===== src/rtl/mul_div_unit.sv =====
// mul_div_unit: 32-iteration multi-cycle multiply/divide unit with architectural HI/LO registers.
module mul_div_unit (
  input  logic        clk,
  input  logic        reset,
  input  logic        start,
  input  logic [2:0]  op,
  input  logic [31:0] a,
  input  logic [31:0] b,
  input  logic        cancel,
  output logic        busy,
  output logic        done,
  output logic [31:0] hi,
  output logic [31:0] lo
);
  typedef enum logic [1:0] {IDLE, CALC, FIX} state_t;
  state_t      state;
  logic [4:0]  cnt;
  logic        is_div, neg_q, neg_r;
  logic [31:0] mag_a, mag_b;
  logic [63:0] acc;
  logic        sgn, ge;
  logic [31:0] abs_a, abs_b, diff, quot, rem;
  logic [32:0] add;
  logic [63:0] prod;
  assign sgn   = ~op[0];
  assign abs_a = (sgn && a[31]) ? -a : a;
  assign abs_b = (sgn && b[31]) ? -b : b;
  // multiply: add multiplicand into the high half when the low bit is set, then shift right with carry
  assign add   = {1'b0, acc[63:32]} + (acc[0] ? {1'b0, mag_a} : 33'd0);
  // divide: the 33-bit partial remainder is acc[63:31]; a successful subtract always fits in 32 bits
  assign ge    = acc[63:31] >= {1'b0, mag_b};
  assign diff  = acc[62:31] - mag_b;
  assign prod  = neg_q ? -acc : acc;
  assign quot  = neg_q ? -acc[31:0] : acc[31:0];
  assign rem   = neg_r ? -acc[63:32] : acc[63:32];
  assign busy  = state != IDLE;
  always_ff @(posedge clk) begin
    if (reset) begin
      state  <= IDLE;
      cnt    <= '0;
      is_div <= 1'b0;
      neg_q  <= 1'b0;
      neg_r  <= 1'b0;
      mag_a  <= '0;
      mag_b  <= '0;
      acc    <= '0;
      done   <= 1'b0;
      hi     <= '0;
      lo     <= '0;
    end else begin
      done <= 1'b0;
      case (state)
        IDLE: if (start && !cancel) begin
          if (!op[2]) begin
            is_div <= op[1];
            // a zero divisor must yield an all-ones quotient regardless of signs
            neg_q  <= sgn & (a[31] ^ b[31]) & ~(op[1] & (b == 32'd0));
            neg_r  <= op[1] & sgn & a[31];
            mag_a  <= abs_a;
            mag_b  <= abs_b;
            acc    <= {32'd0, op[1] ? abs_a : abs_b};
            cnt    <= '0;
            state  <= CALC;
          end else if (!op[1]) begin
            if (op[0]) lo <= a;
            else hi <= a;
          end
        end
        CALC: if (cancel) state <= IDLE;
        else begin
          acc <= is_div ? (ge ? {diff, acc[30:0], 1'b1} : {acc[62:0], 1'b0}) : {add, acc[31:1]};
          cnt <= cnt + 5'd1;
          if (cnt == 5'd31) state <= FIX;
        end
        FIX: begin
          state <= IDLE;
          if (!cancel) begin
            hi   <= is_div ? rem : prod[63:32];
            lo   <= is_div ? quot : prod[31:0];
            done <= 1'b1;
          end
        end
        default: state <= IDLE;
      endcase
    end
  end
endmodule


===== config.mk =====
export PLATFORM = sky130hd
export DESIGN_NAME = mul_div_unit
export DESIGN_NICKNAME = d
export VERILOG_FILES = /design/src/rtl/mul_div_unit.sv
export SDC_FILE = /design/constraint.sdc
export NUM_CORES = 1
export LEC_CHECK = 0
export BUFFER_PORTS_ARGS = -buffer_cell sky130_fd_sc_hd__buf_2
export CAP_MARGIN = 20
export CORE_MARGIN = 8
export CORE_UTILIZATION = 40
export DETAILED_ROUTE_END_ITERATION = 10
export MAX_ROUTING_LAYER = met4
export PLACE_DENSITY_LB_ADDON = 0.12
export SYNTH_ARGS = -nofsm -noshare
export SYNTH_HDL_FRONTEND = slang
export SYNTH_SLANG_ARGS = --single-unit

===== constraint.sdc =====
create_clock -name clk -period 4.6 [get_ports clk]
set_clock_uncertainty 0.1 [all_clocks]
set_input_delay 0.23 -clock clk [delete_from_list [all_inputs] [get_ports clk]]
set_output_delay 0.23 -clock clk [all_outputs]
set_load 0.05 [all_outputs]

==> results.md <==
* Most frequent cells in the layout: nor2_1 (274), dfxtp_1 (202), a21oi_1 (193)
* Worst VDD drop at 0.281 mV
* Post-synth top area share at 0.267
* Max stage delay on crit path at 0.49 ns
* Instance count of the mapped netlist at 2,054
* Comb power frac at 0.196
* Leak at 7.09 nW
* DP Area at 16,400 um^2
* R2R cell count at 12
* Post-synth EDFFs at 0
* Placed cells at 2,615
* Mux cell area share after synthesis at 0.0376
* Adder-cell share of the synthesized area at 0.0602
* Switching share of total power at 0.315
* Worst Setup EP: acc[60]
* CTS tree: yes
* Clock power share at 0.435
* Crit-path cells: buf_4 > and2_1 > ha_1 > a21oi_1 > nor4bb_1 > a2111oi_0 > nor4b_1 > buf_4 > o21ai_0 > a221oi_1 > mux2_2 > o21ai_0
* Largest family of logic cells by synthesized area: compound AO/OA/AOI/OAI gates
* Fin. Hold Viols at 1
* DRT Pass-1 Iters at 5
* H-Tree Depth at 1
* Vias in the first global route at 15,100
* Initial Util at 0.405
* Area grow syn2layout at 15.1%
* Largest area contributor in the netlist: dfxtp_1
* Final setup vio count at 0
* Top cells by area, synth: dfxtp_1 (27%), nor2_1 (6.8%), xnor2_1 (6.5%)
* Sink Count at 203
* Pint at 3.49 mW
* Synthesized net count at 2,197
* Crit share post-route at 0.846
* First-pass GRT wire length at 94,900 um
* Crit path buf inv count at 2
* Worst setup EP type: flop
* Critical path data arrival time at 4.29 ns
* Post-CTS Setup Repair Bufs at 0
* Final worst setup slack at 0.708 ns
* Syn Std Cell Area at 15,200 um^2
* Most common cell after layout, fill and taps aside: nor2_1
* I/O pin total at 137
* Layout cells sized above 1 at 0.118
* DIE WIDTH at 211 um
* Tmin final at 3.89 ns
* Row count at 71
* FF+latch count, synth at 203
* Seq pwr share at 0.368
* Detailed Route WL at 63,400 um
* Worst hold margin at -0.00177 ns
* Detailed placer's ending HPWL at 49,300 um
* Place WS at 0.814 ns
* Syn_area_per_cell at 7.41 um^2
* Fmax at 0.257 GHz
* Die Area at 44,600 um^2
* Total core area at 37,600 um^2
* CTS Buf Count at 26
* Crit Path Max Fanout at 23
* Fin cells at 2,682
* Gp weighted congestion at 0.966
* Number of port buffers at 136
* WL met2 at 29,100 um
* Status: finished, violations left
* Post-Synth Simple-Gate Area at 0.211
* DRC at 0
* Synth Area in Compound Gates at 0.274
* Slew @ Worst Pin at 0.920 ns
* CP Launch Type: flop
* Flop-to-flop setup slack at 0.71 ns
* Routed len/inst at 23.6 um
* Crit path from: acc[0]
* Gr ovfl total at 0
* DR WL met3 at 4120 um
* Worst path slowest cell: dfxtp_1
* Largest net degree at the start of global routing at 91
* CP Class: reg2reg
* Top routing layer in use: met4
* Async SR Flop Fraction at 0
* Required time of the critical path at 4.99 ns
* Fin Setup TNS at 0 ns
* Yosys cell types at 73
* Worst hold-check path type: in2reg
* Max cap viols at 0
* Synth Flop Type: dfxtp_1
* GRT Overall Usage at 0.283
* PD cells at 291 nW/um^2
* Violated checks: hold timing
* CP Depth at 12
* Synth warn at 0
* Metal-1 WL at 27,800 um
* Clk slew on worst S/H paths at 0.06 ns
* CTS Buffer Depth at 3
* Via/cell ratio at 5.98
* Via count at 16,000
* Antenna violations before repair at 0
* Reg-to-Reg Start: acc[0]
* Number of diodes at 0
* # nets final at 2,295
* Synth Area in XOR/XNOR at 0.0989
* CP top delay family: compound AO/OA/AOI/OAI gates
* Final core utilization at 0.467
* Antenna Violating Nets Remaining at 0
* 1st-iter DRT viols at 1,407
* PnR Total Power at 5.10 mW
* Register area share after synthesis at 0.267
* Max Slew Vio Count at 0
* Max-slew headroom at 0.385
* Worst skew pair latency at 0.57 ns
* Die H at 211 um
* P_sw at 1.60 mW
* RSZ-0062 raised after global routing: no
* Finished Cell Area at 17,500 um^2
* Root buffer cell: clkbuf_16
* R2R Path End: acc[60]
## routing by layer
layer / track usage / vias up
li1: - / 7622
met1: 0.372 / 7654
met2: 0.440 / 641
met3: 0.0386 / 119
met4: 0.0992 / 0
met5: - / -
## state kept, by name, summed over array words and instances, names as in the netlist
name and count:
mag_b 32, lo 32, cnt 5, acc 64, hi 32, state 2, mag_a 32, done 1
neg_q 1, neg_r 1, is_div 1
## synth_stat cells, types with 5 or more instances
cell type / n
nand3_1: 25
nor4_1: 22
clkbuf_1: 121
or3_1: 9
a211o_1: 8
o21ai_0: 125
o21a_1: 9
dfxtp_1: 203
o221ai_1: 6
a22oi_1: 8
a211oi_1: 112
xnor2_1: 113
a221oi_1: 5
nand2b_1: 18
nand4_1: 12
and2_1: 37
mux2i_1: 56
xor2_1: 59
a311o_1: 5
ha_1: 70
a31o_2: 5
a22o_1: 10
a41oi_1: 6
o211ai_1: 22
nor3_1: 42
o31ai_1: 13
nand2_1: 192
nor2_1: 274
o41ai_1: 11
nor2b_1: 12
inv_1: 64
and3_1: 13
or4_1: 11
a311oi_1: 7
o31a_1: 5
or4_4: 6
o21bai_1: 6
a21oi_1: 193
a21o_1: 27
o22ai_1: 11
a31oi_1: 29
buf_1: 6
## worst min path at each step
stage,from,end,slack [ns],cells past startpoint
2_1_floorplan,a[0],mag_a[0],0.27,2
3_3_place_gp,hi[31],hi[31],0.34,2
3_5_place_dp,hi[13],hi[13],0.35,2
4_1_cts,b[8],mag_b[8],0.0002,3
5_1_grt,a[27],mag_a[27],0.02,3
6_report,b[8],mag_b[8],-0.002,3
## worst min-delay path: stages
cell	delay, ns
buf_2	0.12
xnor2_1	0.18
a211oi_1	0.09
## what timing repair did
action / 4_1_cts / 5_1_grt
endpoints found under the setup margin: 0 / 0
gates resized for setup: 0 / 0
hold buffers: 20 / 0
hold endpoints to repair: 20 / 0
## cell type report
cell class	count	area (um^2)
clock buffers	33	727
multi-input cells	1651	10400
fillers	3862	20000
flip-flops and latches	203	4070
well taps	511	639
inverters	64	240
repair buffers	206	1260
clock inverters	14	190
## power groups by stage
stage	clock, mW	combinational, mW	sequential, mW
finish	2.22	1.00	1.88
global route	2.31	1.07	1.88
CTS	2.24	0.981	1.88
detailed placement	0	0.963	1.91
global placement	0	0.960	1.91
floorplan	0	0.619	1.91
## kinds of logic after synthesis
kind of cell	after synthesis
multiplexers	57
AO/OA/AOI/OAI	651
adder cells (fa/ha/maj)	72
flip-flops	203
XOR/XNOR	172
AND/OR/NAND/NOR	699
buffers and inverters	200
(Power assumes the default switching activity.)
